File: config.mk
export PLATFORM = sky130hd
export DESIGN_NAME = rr_grant_arbiter
export DESIGN_NICKNAME = d
export VERILOG_FILES = /design/src/rtl/rr_grant_arbiter.sv
export SDC_FILE = /design/constraint.sdc
export NUM_CORES = 1
export LEC_CHECK = 0
export ABC_AREA = 0
export CAP_MARGIN = 20
export CORE_ASPECT_RATIO = 1.4
export CORE_MARGIN = 2
export CORE_UTILIZATION = 60
export DETAILED_ROUTE_END_ITERATION = 8
export GPL_TIMING_DRIVEN = 0
export PLACE_DENSITY = 0.84
export RECOVER_POWER = 50
export SLEW_MARGIN = 25
export SYNTH_ARGS = -nofsm -noshare
export SYNTH_HDL_FRONTEND = slang
export SYNTH_SLANG_ARGS = --single-unit
export TNS_END_PERCENT = 5
File: constraint.sdc
create_clock -name clk -period 5.7 [get_ports clk]
set_input_delay 1.425 -clock clk [delete_from_list [all_inputs] [get_ports clk]]
set_output_delay 1.425 -clock clk [all_outputs]
set_load 0.05 [all_outputs]
File: src/rtl/rr_grant_arbiter.sv
// rtl/rr_grant_arbiter.sv - round-robin arbiter with done/drop/hold-limit release
module rr_grant_arbiter #(
    parameter int NREQ     = 8,
    parameter int IDW      = 3,
    parameter int MAX_HOLD = 15
) (
    input  logic            clk,
    input  logic            rst,
    input  logic [NREQ-1:0] req,
    input  logic            done,
    output logic [NREQ-1:0] gnt,
    output logic [IDW-1:0]  gnt_id,
    output logic            gnt_valid,
    output logic            timeout
);

    typedef enum logic {
        ST_IDLE  = 1'b0,
        ST_GRANT = 1'b1
    } state_t;

    state_t            state_q, state_d;
    logic [NREQ-1:0]   gnt_q, gnt_d;
    logic [IDW-1:0]    gnt_id_q, gnt_id_d;
    logic              gnt_valid_q, gnt_valid_d;
    logic              timeout_q, timeout_d;
    logic [IDW-1:0]    ptr_q, ptr_d;
    logic [7:0]        hold_cnt_q, hold_cnt_d;

    logic              pick_found;
    logic [IDW-1:0]    pick_idx;
    logic [IDW-1:0]    scan_idx;

    // First requester at or after ptr; index arithmetic wraps because NREQ is 2**IDW.
    always_comb begin
        pick_found = 1'b0;
        pick_idx   = '0;
        scan_idx   = '0;
        for (int i = 0; i < NREQ; i++) begin
            scan_idx = ptr_q + IDW'(i);
            if (!pick_found && req[scan_idx]) begin
                pick_found = 1'b1;
                pick_idx   = scan_idx;
            end
        end
    end

    always_comb begin
        state_d     = state_q;
        gnt_d       = gnt_q;
        gnt_id_d    = gnt_id_q;
        gnt_valid_d = gnt_valid_q;
        timeout_d   = 1'b0;
        ptr_d       = ptr_q;
        hold_cnt_d  = hold_cnt_q;

        case (state_q)
            ST_IDLE: begin
                if (pick_found) begin
                    state_d         = ST_GRANT;
                    gnt_d           = '0;
                    gnt_d[pick_idx] = 1'b1;
                    gnt_id_d        = pick_idx;
                    gnt_valid_d     = 1'b1;
                    hold_cnt_d      = '0;
                end
            end
            ST_GRANT: begin
                if (done || !req[gnt_id_q] || (hold_cnt_q == 8'(MAX_HOLD - 1))) begin
                    timeout_d   = !done && req[gnt_id_q];
                    state_d     = ST_IDLE;
                    gnt_d       = '0;
                    gnt_id_d    = '0;
                    gnt_valid_d = 1'b0;
                    ptr_d       = gnt_id_q + IDW'(1);
                    hold_cnt_d  = '0;
                end else begin
                    hold_cnt_d = hold_cnt_q + 8'd1;
                end
            end
            default: state_d = ST_IDLE;
        endcase
    end

    always_ff @(posedge clk or posedge rst) begin
        if (rst) begin
            state_q     <= ST_IDLE;
            gnt_q       <= '0;
            gnt_id_q    <= '0;
            gnt_valid_q <= 1'b0;
            timeout_q   <= 1'b0;
            ptr_q       <= '0;
            hold_cnt_q  <= '0;
        end else begin
            state_q     <= state_d;
            gnt_q       <= gnt_d;
            gnt_id_q    <= gnt_id_d;
            gnt_valid_q <= gnt_valid_d;
            timeout_q   <= timeout_d;
            ptr_q       <= ptr_d;
            hold_cnt_q  <= hold_cnt_d;
        end
    end

    assign gnt       = gnt_q;
    assign gnt_id    = gnt_id_q;
    assign gnt_valid = gnt_valid_q;
    assign timeout   = timeout_q;

endmodule

==> PnR_summary.wiki <==
{| class="wikitable"
! Metric !! Value
|-
| Synth area leaders || dfrtp_1, mux4_2, o21ai_0
|-
| Number of nets produced by synthesis || 227
|-
| Clk root buf || clkbuf_8
|-
| Commonest cells after routing, fill and taps aside || dfrtp_1, nand2_1, o21ai_0, clkdlybuf4s50_1, nor2_1
|-
| Cell accounting for the most synthesized area || dfrtp_1
|-
| Count of inserted antenna diode cells || 0
|-
| Final design area excluding fillers || 2460 sq um
|-
| Setup total negative slack || 0 ps
|-
| Areal power density over the cells || 642 nW/um^2
|-
| Worst-case clock skew || 7.88 ps
|-
| Total die area || 4050 sq um
|-
| DR DRC count || 0
|-
| I/O pin total || 24
|-
| Worst vdd rail ir drop || 0.000425 V
|-
| Clock tree from TritonCTS || done
|-
| Upper clock frequency limit || 235 MHz
|-
| Fin worst setup slack || 1440 ps
|-
| LEAKAGE || 1.01 nW
|-
| Count of nets after finishing || 255
|-
| Worst slack at placement || 1260 ps
|-
| GRT Overall Usage || 27.7%
|-
| CTS clk-pin slew, worst paths || 90 ps
|-
| Number of enable flip-flop cells after synthesis || 0
|-
| Vias in the first global route || 1749
|-
| Die extent in y || 74.5 um
|-
| Pin count of the biggest net entering global routing || 26
|-
| Worst rel slew slack || 40.8%
|-
| Sequential element share of the synthesized area || 29.3%
|-
| Starting utilization of the core area || 63.1%
|-
| Total of endpoints with negative setup slack in the final report || 0
|-
| Period Utilization, post-route || 74.8%
|-
| Min Clock Period, post-route || 4260 ps
|-
| Most frequent standard cell in the layout excluding fill and tap cells || dfrtp_1
|-
| Clock H-tree levels || 1
|-
| Fraction of layout cells with a size suffix above 1 || 16.8%
|-
| Vias per cell || 6.47
|-
| Synthesized instance count || 211
|-
| Max clock buf depth || 2
|-
| Synth Flop Type || dfrtp_1
|-
| Category of the critical setup timing path || in -> reg
|-
| Post-CTS setup-driven buffer insertion count || 0
|-
| Max-slew violation count || 0
|-
| Total core area || 3380 sq um
|-
| Count of hold buffers inserted by post-cts repair || 0
|-
| Placer congestion estimate || 0.840
|-
| CP required || 5870 ps
|-
| Half-perimeter wire length of the detailed placement result || 3690 um
|-
| Instance area at placement || 2410 sq um
|-
| Initial antenna violation count || 0
|-
| Number of warnings printed during yosys synthesis || 0
|-
| Flip-flop and latch count after synthesis || 25
|-
| Critical path fanouts, max || 8
|-
| Num Clock Sinks || 25
|-
| Fraction of registers with async set or reset after synthesis || 100%
|-
| Cells resized by post-CTS repair || 0
|-
| Number of DRC markers after the initial detailed-route iteration || 76
|-
| Arrival time of the worst setup path || 4440 ps
|-
| Worst-margin pin slew || 883 ps
|-
| Number of nets with antenna violations after detailed routing || 0
|-
| Area growth from synthesis to layout || 15.3%
|-
| Area share of the largest cell type after synthesis || 29.3%
|-
| Element type at the critical path start || input port
|-
| CTS Buf Count || 3
|-
| Post-Syn Area || 2130 sq um
|-
| First-pass GRT wire length || 8320 um
|-
| Critical Path End Type || register
|-
| Type of the tightest min-delay check || reg -> reg
|-
| Width of the die || 54.4 um
|-
| Max_cap viols || 0
|-
| Worst skew pair latency || 270 ps
|-
| Syn avg cell area || 10.1 sq um
|-
| Vias || 1800
|-
| Port Buf Inserts || 23
|-
| Final Hold Fails || 0
|-
| DR pass1 iterations || 5
|-
| Number of distinct library cells after synthesis || 58
|-
| Result of the run || complete, no violations
|-
| Cell row count || 25
|-
| Share of the core filled with cells || 72.8%
|-
| Total gr overflow || 0
|-
| Average wire per cell in the routed design || 17.5 um
|-
| Routed wire length || 4870 um
|-
| Setup repair after global routing missed its margin || false
|}
## area by class of cell
type | instances | area (sq um)
Buffer | 10 | 62.6
Inverter | 10 | 37.5
Timing Repair Buffer | 23 | 230
Fill cell | 248 | 920
Clock buffer | 3 | 41.3
Multi-Input combinational cell | 166 | 1410
Tap cell | 40 | 50.0
Sequential cell | 25 | 626
Clock inverter | 1 | 5.00
## per-layer routing
| metal | vias to the layer above | track usage (%) | part of all wire [%] |
|---|---|---|---|
| met4 | 0 | 14.7 | 2.0 |
| met5 | - | 0 | 0 |
| met3 | 12 | 4.82 | 4.3 |
| met2 | 61 | 45.2 | 54 |
| met1 | 873 | 34.2 | 39 |
| li1 | 854 | - | - |
## sequential cells by signal, summed over array words and instances, names as in the netlist
register    cells
timeout         1
hold_cnt_q      8
gnt             8
gnt_id          3
gnt_valid       1
ptr_q           3
state_q         1
## final timing paths
path | start | to | slack (ps) | depth (start not counted)
setup / recovery | req[3] | hold_cnt_q[7] | 1440 | 9
hold / removal | gnt[4] | gnt[4] | 490 | 2
setup reg to reg | ptr_q[1] | hold_cnt_q[7] | 1630 | 12
hold reg to reg | gnt[4] | gnt[4] | 490 | 2
max in group asynchronous | rst | timeout | 3610 | 2
min in group asynchronous | rst | gnt[4] | 1660 | 2
## synth_stat cells, types with 3 or more instances
cell type	count
mux2i_1	9
clkbuf_1	4
nor3_1	3
mux4_2	14
nand2b_1	4
a21oi_1	8
a32o_1	4
nand2_1	24
dfrtp_1	25
inv_1	10
o21ai_0	21
nor2_1	15
ha_1	5
nand3_1	8
xor2_1	4
## power breakdown
part | internal [mW] | switching [mW]
Sequential | 0.224 | 0.0411
Clock | 0.0489 | 0.0557
Combinational | 0.517 | 0.693
## worst max-delay path, stage by stage
cell	delay, ps
dlygate4sd3_1	660
mux4_2	500
mux2i_1	480
and3_2	310
nor3b_4	310
nand2_1	90
nor2_1	370
o21ai_0	180
o31ai_1	100
## kinds of logic (layout without fill, tap and decap cells)
kind of cell | Yosys count | after routing | synth area share, %
flip-flops | 25 | 25 | 29.3
adder cells (fa/ha/maj) | 5 | 5 | 2.93
AO/OA/AOI/OAI | 55 | 55 | 18.8
multiplexers | 29 | 29 | 24.3
buffers and inverters | 20 | 47 | 4.69
XOR/XNOR | 5 | 5 | 2.05
AND/OR/NAND/NOR | 72 | 72 | 17.8
## per-stage QoR
stage,total power [mW],hold slack [ps],instances
detailed placement,1.48,474,274
finish,1.58,485,278
global route,1.72,525,278
CTS,1.58,494,278
global placement,1.45,465,274
floorplan,1.22,447,211
No activity file was read; power rests on OpenSTA's default activity.
